**config.mk**
```make
export PLATFORM = sky130hd
export DESIGN_NAME = weight_fetch_ctrl
export DESIGN_NICKNAME = d
export VERILOG_FILES = /design/src/rtl/cnn_pkg.sv /design/src/rtl/weight_fetch_ctrl_valid_pipe.sv /design/src/rtl/weight_fetch_ctrl.sv
export SDC_FILE = /design/constraint.sdc
export NUM_CORES = 1
export LEC_CHECK = 0
export CAP_MARGIN = 20
export CORE_MARGIN = 3
export CORE_UTILIZATION = 40
export DETAILED_ROUTE_END_ITERATION = 7
export PLACE_DENSITY = 0.68
export SLEW_MARGIN = 20
export SYNTH_ARGS = -nofsm -noshare
export SYNTH_HDL_FRONTEND = slang
export SYNTH_HIERARCHICAL = 1
export SYNTH_SLANG_ARGS = --single-unit
```
**constraint.sdc**
```tcl
create_clock -name clk_i -period 1.98 [get_ports clk_i]
set_input_delay 0.495 -clock clk_i [delete_from_list [all_inputs] [get_ports clk_i]]
set_output_delay 0.495 -clock clk_i [all_outputs]
set_load 0.005 [all_outputs]
```
**src/rtl/cnn_pkg.sv**
```systemverilog
// Shared constants and types for the fully-connected layer datapath.
package cnn_pkg;

  localparam int FC_DEPTH  = 784;  // weight rows per column
  localparam int FC_ADDR_W = 10;   // weight memory address width
  localparam int FC_NC     = 9;    // highest neuron index (NC+1 accumulators)

  typedef enum logic [2:0] {
    IDLE,
    CLR,
    RUN,
    DRAIN,
    DONE
  } fsm_state_e;

  // Token travelling alongside a memory read: port validity plus final-pair marker.
  typedef struct packed {
    logic v1;
    logic v2;
    logic lst;
  } tok_t;

  // Two rows are fetched per cycle; an odd row count leaves a half-filled final pair.
  function automatic int pair_count(input int depth);
    return (depth + 1) / 2;
  endfunction

endpackage

```
**src/rtl/weight_fetch_ctrl_valid_pipe.sv**
```systemverilog
// Fixed-latency token delay line, matching issued tokens to memory read data.
module valid_pipe
  import cnn_pkg::*;
#(
  parameter int LAT = 1
) (
  input  logic clk_i,
  input  logic clr_i,
  input  tok_t tok_i,
  output tok_t tok_o
);

  tok_t [LAT-1:0] stg_q;

  // shift one stage per cycle; clear drops every token in flight
  always_ff @(posedge clk_i) begin
    if (clr_i) begin
      stg_q <= '0;
    end else begin
      stg_q[0] <= tok_i;
      for (int i = 1; i < LAT; i++) stg_q[i] <= stg_q[i-1];
    end
  end

  assign tok_o = stg_q[LAT-1];

endmodule

```
**src/rtl/weight_fetch_ctrl.sv**
```systemverilog
// Weight memory sweep sequencer: issues two rows per cycle and drives the
// accumulator controls in step with the memory read latency.
module weight_fetch_ctrl
  import cnn_pkg::*;
#(
  parameter int DEPTH   = FC_DEPTH,
  parameter int ADDR_W  = FC_ADDR_W,
  parameter int MEM_LAT = 1
) (
  input  logic              clk_i,
  input  logic              rst_i,
  input  logic              start_i,
  input  logic              hold_i,
  output logic              busy_o,
  output logic              done_o,
  output logic [ADDR_W-1:0] addr1_o,
  output logic [ADDR_W-1:0] addr2_o,
  output logic              acc_clr_o,
  output logic              acc_en_o,
  output logic              valid1_o,
  output logic              valid2_o,
  output logic              last_o
);

  localparam int                PAIRS  = pair_count(DEPTH);
  localparam logic [ADDR_W-1:0] LAST_K = ADDR_W'(PAIRS - 1);
  localparam bit                ODD    = (DEPTH % 2) != 0;

  fsm_state_e        state_q, state_d;
  logic [ADDR_W-1:0] k_q, k_d;
  logic [ADDR_W-1:0] addr1_q, addr1_d, addr2_q, addr2_d;
  logic              busy_q, busy_d, done_q, done_d, clr_q, clr_d;
  tok_t              tok_q, tok_d, pipe_tok;
  logic              issue, final_pair;

  // hold only matters while sweeping; elsewhere it is ignored
  assign issue      = (state_q == RUN) && !hold_i;
  assign final_pair = (k_q == LAST_K);

  // state register
  always_ff @(posedge clk_i) begin
    if (rst_i) state_q <= IDLE;
    else       state_q <= state_d;
  end

  // next-state: drain ends on the edge the final token leaves the pipe
  always_comb begin
    state_d = state_q;
    unique case (state_q)
      IDLE:    if (start_i) state_d = CLR;
      CLR:     state_d = RUN;
      RUN:     if (issue && final_pair) state_d = DRAIN;
      DRAIN:   if (pipe_tok.lst) state_d = DONE;
      DONE:    state_d = IDLE;
      default: state_d = IDLE;
    endcase
  end

  // outputs and issue datapath, registered below so no input reaches a port combinationally
  always_comb begin
    busy_d  = (state_d != IDLE);
    done_d  = (state_d == DONE);
    clr_d   = (state_q == CLR);
    k_d     = k_q;
    addr1_d = addr1_q;
    addr2_d = addr2_q;
    tok_d   = '0;  // bubble unless a pair issues
    if (state_q == CLR) k_d = '0;
    if (issue) begin
      k_d     = k_q + 1'b1;
      addr1_d = k_q << 1;
      // odd depth: the final pair re-reads the even row so port 2 stays in range
      addr2_d = (ODD && final_pair) ? (k_q << 1) : ((k_q << 1) | ADDR_W'(1));
      tok_d   = '{v1: 1'b1, v2: !(ODD && final_pair), lst: final_pair};
    end else if (state_d == IDLE) begin
      addr1_d = '0;
      addr2_d = '0;
    end
  end

  // registered outputs and issue stage
  always_ff @(posedge clk_i) begin
    if (rst_i) begin
      k_q     <= '0;
      addr1_q <= '0;
      addr2_q <= '0;
      busy_q  <= 1'b0;
      done_q  <= 1'b0;
      clr_q   <= 1'b0;
      tok_q   <= '0;
    end else begin
      k_q     <= k_d;
      addr1_q <= addr1_d;
      addr2_q <= addr2_d;
      busy_q  <= busy_d;
      done_q  <= done_d;
      clr_q   <= clr_d;
      tok_q   <= tok_d;
    end
  end

  valid_pipe #(.LAT(MEM_LAT)) u_pipe (
    .clk_i (clk_i),
    .clr_i (rst_i),
    .tok_i (tok_q),
    .tok_o (pipe_tok)
  );

  assign busy_o    = busy_q;
  assign done_o    = done_q;
  assign acc_clr_o = clr_q;
  assign addr1_o   = addr1_q;
  assign addr2_o   = addr2_q;
  assign acc_en_o  = pipe_tok.v1;
  assign valid1_o  = pipe_tok.v1;
  assign valid2_o  = pipe_tok.v2;
  assign last_o    = pipe_tok.lst;

endmodule

```
==> results of run 1 <==
-- worst max path at each step --
stage,to,cells after the start
after floorplan,k_q[9],4
after global placement,addr1_o[9],6
after detailed placement,k_q[9],4
after CTS,k_q[8],4
after global routing,k_q[8],4
final,k_q[8],4
-- registers in the layout, summed over array words and instances (netlist names) --
register / flops
u_pipe/tok_o: 3
busy_o: 1
acc_clr_o: 1
addr2_o: 1
done_o: 1
state_q: 3
k_q: 10
addr1_o: 9
tok_q: 2
-- area by class of cell --
| type | instances | area [sq um] | area share |
|---|---|---|---|
| well taps | 44 | 55.1 | 0.0314 |
| repair buffers | 43 | 394 | 0.225 |
| inverters | 2 | 7.51 | 0.00428 |
| flip-flops and latches | 31 | 621 | 0.354 |
| clock buffers | 8 | 68.8 | 0.0392 |
| multi-input cells | 85 | 608 | 0.347 |
-- critical path: stages (launching register included) --
cell and delay, ns:
dfxtp_1 0.37, buf_4 0.17, or4b_4 0.57, nor4_1 0.27, mux2_2 0.36
-- power by group through the flow --
stage	combinational (mW)	clock [mW]	sequential, mW
detailed placement	0.0969	0	0.652
floorplan	0.0575	0	0.652
CTS	0.0969	0.426	0.637
global route	0.108	0.455	0.638
global placement	0.0954	0	0.651
finish	0.0974	0.417	0.637
-- cells by family after synthesis --
logic type / Yosys count / synth area share
compound gates: 22 / 0.126
xor+xnor: 1 / 0.00643
fa+ha+maj: 1 / 0.00919
buf+inv: 22 / 0.100
flops: 31 / 0.456
mux: 6 / 0.0487
other cells: 1 / 0.00275
simple gates: 54 / 0.251
-- layer usage --
metal,wire length [um],vias to the layer above,track usage
met5,0,-,0
met4,85,0,0.100
met3,139,9,0.0492
met2,1260,29,0.240
met1,1270,512,0.178
li1,-,540,-
-- timing repair --
action	in CTS	in global routing
setup buffers	0	0
resized for setup	2	0
endpoints found under the hold margin	0	0
endpoints found under the setup margin	4	0
-- cell usage in the layout (no fill, tap or decap), drive strengths merged --
cell           count
a21o               2
a21oi              4
a22o               9
a311oi             2
a41oi              2
buf               14
clkbuf             8
clkdlybuf4s50     28
conb               1
dfxtp             31
dlygate4sd2        1
ha                 1
inv                2
mux2               5
mux2i              1
nand2              7
nand2b             2
nand3              4
nand3b             3
nand4              1
nor2              11
nor2b              4
nor3               7
nor3b              5
nor4               2
nor4b              1
o21ai              2
o2bb2ai            1
or2                1
or3                1
or3b               1
or4                1
or4b               2
or4bb              1
xnor2              1
-- per-stage QoR --
step                setup TNS (ns)  worst slack (ns)
floorplan                        0            0.0666
global placement             -6.34            -0.363
detailed placement           -6.47            -0.383
CTS                              0             0.147
global route                     0            0.0771
finish                           0             0.138
==> flow_summary.json, run 1 <==
{
  "critical_path_arrival_ns": 2.08,
  "synth_edf_count": 0,
  "criticalPathCategory": "reg -> reg",
  "synth_area_leaders": "dfxtp_1 (46%), buf_4 (6.6%), a22o_1 (5.8%)",
  "hold_path.startpoint": "tok_q[0]",
  "fin_nets": 173,
  "clock-sinks": 31,
  "num_vias": 1090,
  "rr_worst_depth": 4,
  "synth_area_sq_mm": 0.00136,
  "p_int_uw": 888,
  "die_y_um": 64.3,
  "max_cap_violations": 0,
  "max_freq_mhz": 543,
  "clk_pin_slew_worst_paths_ns": 0.09,
  "drv_slew": 0,
  "period_share": 0.930,
  "cts_buffers": 5,
  "place_congestion": 0.827,
  "setup.worst_path.end_class": "flip-flop",
  "drc_errors": 0,
  "irDropWorstVdd_mv": 0.388,
  "post-route-cell-area_sq_mm": 0.00175,
  "antennaDiodeCount": 0,
  "synth_common_cells": "dfxtp_1 (31), buf_4 (12), nor2_1 (11)",
  "required_ns": 2.22,
  "hold_ws_ns": 0.441,
  "die_w_um": 64.3,
  "routedWlPerCell_um": 13.0,
  "hold_class": "reg -> reg",
  "synthesis.nets": 143,
  "place_inst": 205,
  "power.net_switching_uw": 264,
  "avgSynthCellArea_sq_um": 9.86,
  "placed_area_sq_mm": 0.00168,
  "leakage_nw": 0.670,
  "floorplan.io_pins": 31,
  "hold_path_end": "u_pipe/tok_o[0]",
  "cts_buffer_depth": 2,
  "drive_gt1_frac": 0.207,
  "cts-root-buf": "clkbuf_4",
  "p_clk_frac": 0.362,
  "fin_total_pwr_mw": 1.15,
  "cts_hold_buf": 0,
  "powerDensity_mw_per_mm2": 657,
  "outcome": "complete, no violations",
  "synth_top_area_frac": 0.456,
  "core_area_sq_mm": 0.00315,
  "drt_pre_antenna_iters": 4,
  "finClkSkew_ns": 0.00319,
  "fillCellCount": 305,
  "synth-main-ff-cell": "dfxtp_1",
  "routed_wirelength_um": 2760,
  "crit_path_max_fanout": 6,
  "ys_ff_latch": 31,
  "grt_pass1_vias": 1086,
  "portBuffers": 29,
  "pwr-share-seq": 0.553,
  "r2r_end": "k_q[8]",
  "clock_latency_ns": 0.34,
  "async_flop_share": 0,
  "synth_cell_type_count": 40,
  "synth_warnings": 6,
  "worstMarginPinSlew_ns": 0.512,
  "grt_pass1_wl_um": 4840,
  "synth_area_leader_cell": "dfxtp_1",
  "hold_viol": 0,
  "cp-startpoint": "state_q[0]",
  "htreeDepth": 2,
  "hpwl_um": 2010,
  "reg2reg_from": "state_q[0]",
  "grt_max_degree": 16,
  "synthToLayoutAreaGrowth_pct": 28.9,
  "track_usage": 0.153,
  "drt-vias-per-instance": 5.12,
  "postLayoutCoreUtil": 0.556,
  "crit_path_start_kind": "flip-flop",
  "fin_crit_ns": 1.84,
  "rsz0062_at_grt": "false",
  "antenna_found_initial": 0,
  "holdPathStages": 1,
  "grt.overflow.total": 0,
  "instances_no_fill": 213,
  "die_area_sq_mm": 0.00414,
  "setup_violations": 0,
  "drt_iter0_drc": 33,
  "max_slew_margin": 0.657,
  "drtAntennaViolNets": 0,
  "synthCells": 138,
  "rows": 20,
  "rrSetupSlack_ns": 0.14,
  "sw_frac_of_total": 0.229,
  "yosysSeqAreaShare": 0.456,
  "synth.most_common_cell": "dfxtp_1",
  "combinationalPowerShare": 0.085,
  "cts_tree": "built",
  "initial_utilization": 0.432
}
Power figures use the tool's default switching activity.
==> run 2: changes to the inputs <==
--- a/config.mk
+++ b/config.mk
@@ -9,7 +9,8 @@
 export CORE_MARGIN = 3
 export CORE_UTILIZATION = 40
 export DETAILED_ROUTE_END_ITERATION = 7
-export PLACE_DENSITY = 0.68
+export HOLD_SLACK_MARGIN = 0.1
+export PLACE_DENSITY = 0.65
 export SLEW_MARGIN = 20
 export SYNTH_ARGS = -nofsm -noshare
 export SYNTH_HDL_FRONTEND = slang
==> constraint.sdc (replaced) <==
create_clock -name clk_i -period 1.8 [get_ports clk_i]
set_input_delay 0.45 -clock clk_i [delete_from_list [all_inputs] [get_ports clk_i]]
set_output_delay 0.45 -clock clk_i [all_outputs]
set_load 0.005 [all_outputs]
==> run 2 against run 1 <==
Sequential share of layout area fell by 0.93 points. Global-route usage rose by 0.31 points. Setup slack got worse by 0.068 ns. Clock power fell by 17%. Critical path depth rose by 1. Combinational power rose by 23%. Die area did not move. Worst hold slack improved by 0.0068 ns. Largest power group unchanged. Largest cell class is now multi-input combinational cells. Critical endpoint is now k_q[6].
==> flow_summary.json, run 2 (synthesis gave the netlist of run 1 again) <==
{
  "outcome": "complete, no violations",
  "cts-root-buf": "clkbuf_4",
  "clk_pin_slew_worst_paths_ns": 0.08,
  "layout_common_cells": "dfxtp_1 (31), clkdlybuf4s50_1 (28), buf_4 (17)",
  "max_slew_margin": 0.618,
  "setup_violations": 0,
  "drt_pre_antenna_iters": 4,
  "die_y_um": 64.3,
  "htreeDepth": 2,
  "hold_path.startpoint": "tok_q[0]",
  "reg2reg_from": "k_q[0]",
  "hold_class": "reg -> reg",
  "largest_register_ffs": 10,
  "track_usage": 0.156,
  "drv_slew": 0,
  "postLayoutCoreUtil": 0.571,
  "antenna_found_initial": 0,
  "holdPathStages": 1,
  "finClkSkew_ns": 0.00419,
  "drt-vias-per-instance": 5.02,
  "core_area_sq_mm": 0.00315,
  "fin_nets": 177,
  "max_cap_violations": 0,
  "criticalPathCategory": "in -> reg",
  "post-route-cell-area_sq_mm": 0.00180,
  "post-place-ws_ns": -0.529,
  "critical_path_arrival_ns": 1.95,
  "place_congestion": 0.791,
  "grt_max_degree": 23,
  "crit_path_start_kind": "input pin",
  "required_ns": 2.02,
  "cts_tree": "built",
  "irDropWorstVdd_mv": 0.414,
  "drive_gt1_frac": 0.234,
  "powerDensity_mw_per_mm2": 647,
  "antennaDiodeCount": 0,
  "grt_pass1_wl_um": 4950,
  "hold_path_end": "u_pipe/tok_o[0]",
  "num_vias": 1079,
  "rows": 20,
  "fin_total_pwr_mw": 1.17,
  "routed_wirelength_um": 2930,
  "floorplan.io_pins": 31,
  "leakage_nw": 0.700,
  "initial_utilization": 0.432,
  "grt_pass1_vias": 1034,
  "drt_iter0_drc": 49,
  "portBuffers": 29,
  "die_w_um": 64.3,
  "final_common_cell": "dfxtp_1",
  "worst_slack_ns": 0.0698,
  "rrSetupSlack_ns": 0.10,
  "routedWlPerCell_um": 13.6,
  "fin_crit_ns": 1.73,
  "cts_buffer_depth": 2,
  "hold_viol": 0,
  "die_area_sq_mm": 0.00414,
  "setup.worst_path.end_class": "flip-flop",
  "worstMarginPinSlew_ns": 0.570,
  "synthToLayoutAreaGrowth_pct": 32.4,
  "grt.overflow.total": 0,
  "clock-sinks": 31,
  "regMostFlops": "k_q",
  "hpwl_um": 2110,
  "rsz0062_at_grt": "false",
  "crit_path_max_fanout": 4,
  "cts_setup_buffers": 0,
  "max_freq_mhz": 578,
  "clock_latency_ns": 0.33,
  "cts_buffers": 5,
  "drtAntennaViolNets": 0,
  "period_share": 0.961,
  "drc_errors": 0,
  "placed_area_sq_mm": 0.00173,
  "totalNegativeSetupSlack_ns": 0,
  "r2r_end": "k_q[6]",
  "rr_worst_depth": 4
}
## run 2: power breakdown
part	internal [mW]	switching (mW)	leakage, nW
registers	0.695	0.00513	0.251
clock network	0.138	0.208	0.0242
logic	0.0595	0.0601	0.425
## run 2: layout make-up
type,count,area (sq um)
Fill cell,282,1350
Sequential cell,31,621
Timing Repair Buffer,47,437
Inverter,2,7.51
Clock buffer,6,41.3
Multi-Input combinational cell,85,641
Tap cell,44,55.1
## run 2: metrics by stage
step | hold slack [ns] | instances
after floorplan | 0.414 | 138
after global placement | 0.436 | 209
after detailed placement | 0.433 | 209
after CTS | 0.445 | 215
after global routing | 0.460 | 215
final | 0.448 | 215
## run 2: layer usage
metal	track usage	part of all wire	up-vias
met5	0	0	-
met4	0.0844	0.020	0
met3	0.0422	0.051	7
met2	0.233	0.47	31
met1	0.203	0.46	499
li1	-	-	542
## run 2: worst max-delay path by stage
stage	start	end	slack [ns]	cells after the start
detailed placement	hold_i	k_q[5]	-0.53	4
global placement	hold_i	k_q[5]	-0.48	4
global route	hold_i	k_q[6]	0.03	5
floorplan	hold_i	k_q[7]	-0.04	4
finish	hold_i	k_q[6]	0.07	5
CTS	hold_i	k_q[6]	0.04	5
## run 2: critical path, stage by stage
cell           delay (ns)
dlygate4sd2_1        0.26
buf_4                0.15
or4b_4               0.56
nor3_2               0.19
mux2_2               0.34
## run 2: what timing repair did
item                                    CTS  global route
gates resized for setup                   6             1
pin swaps                                 3             0
hold buffers                              0             0
endpoints found under the setup margin   16             1
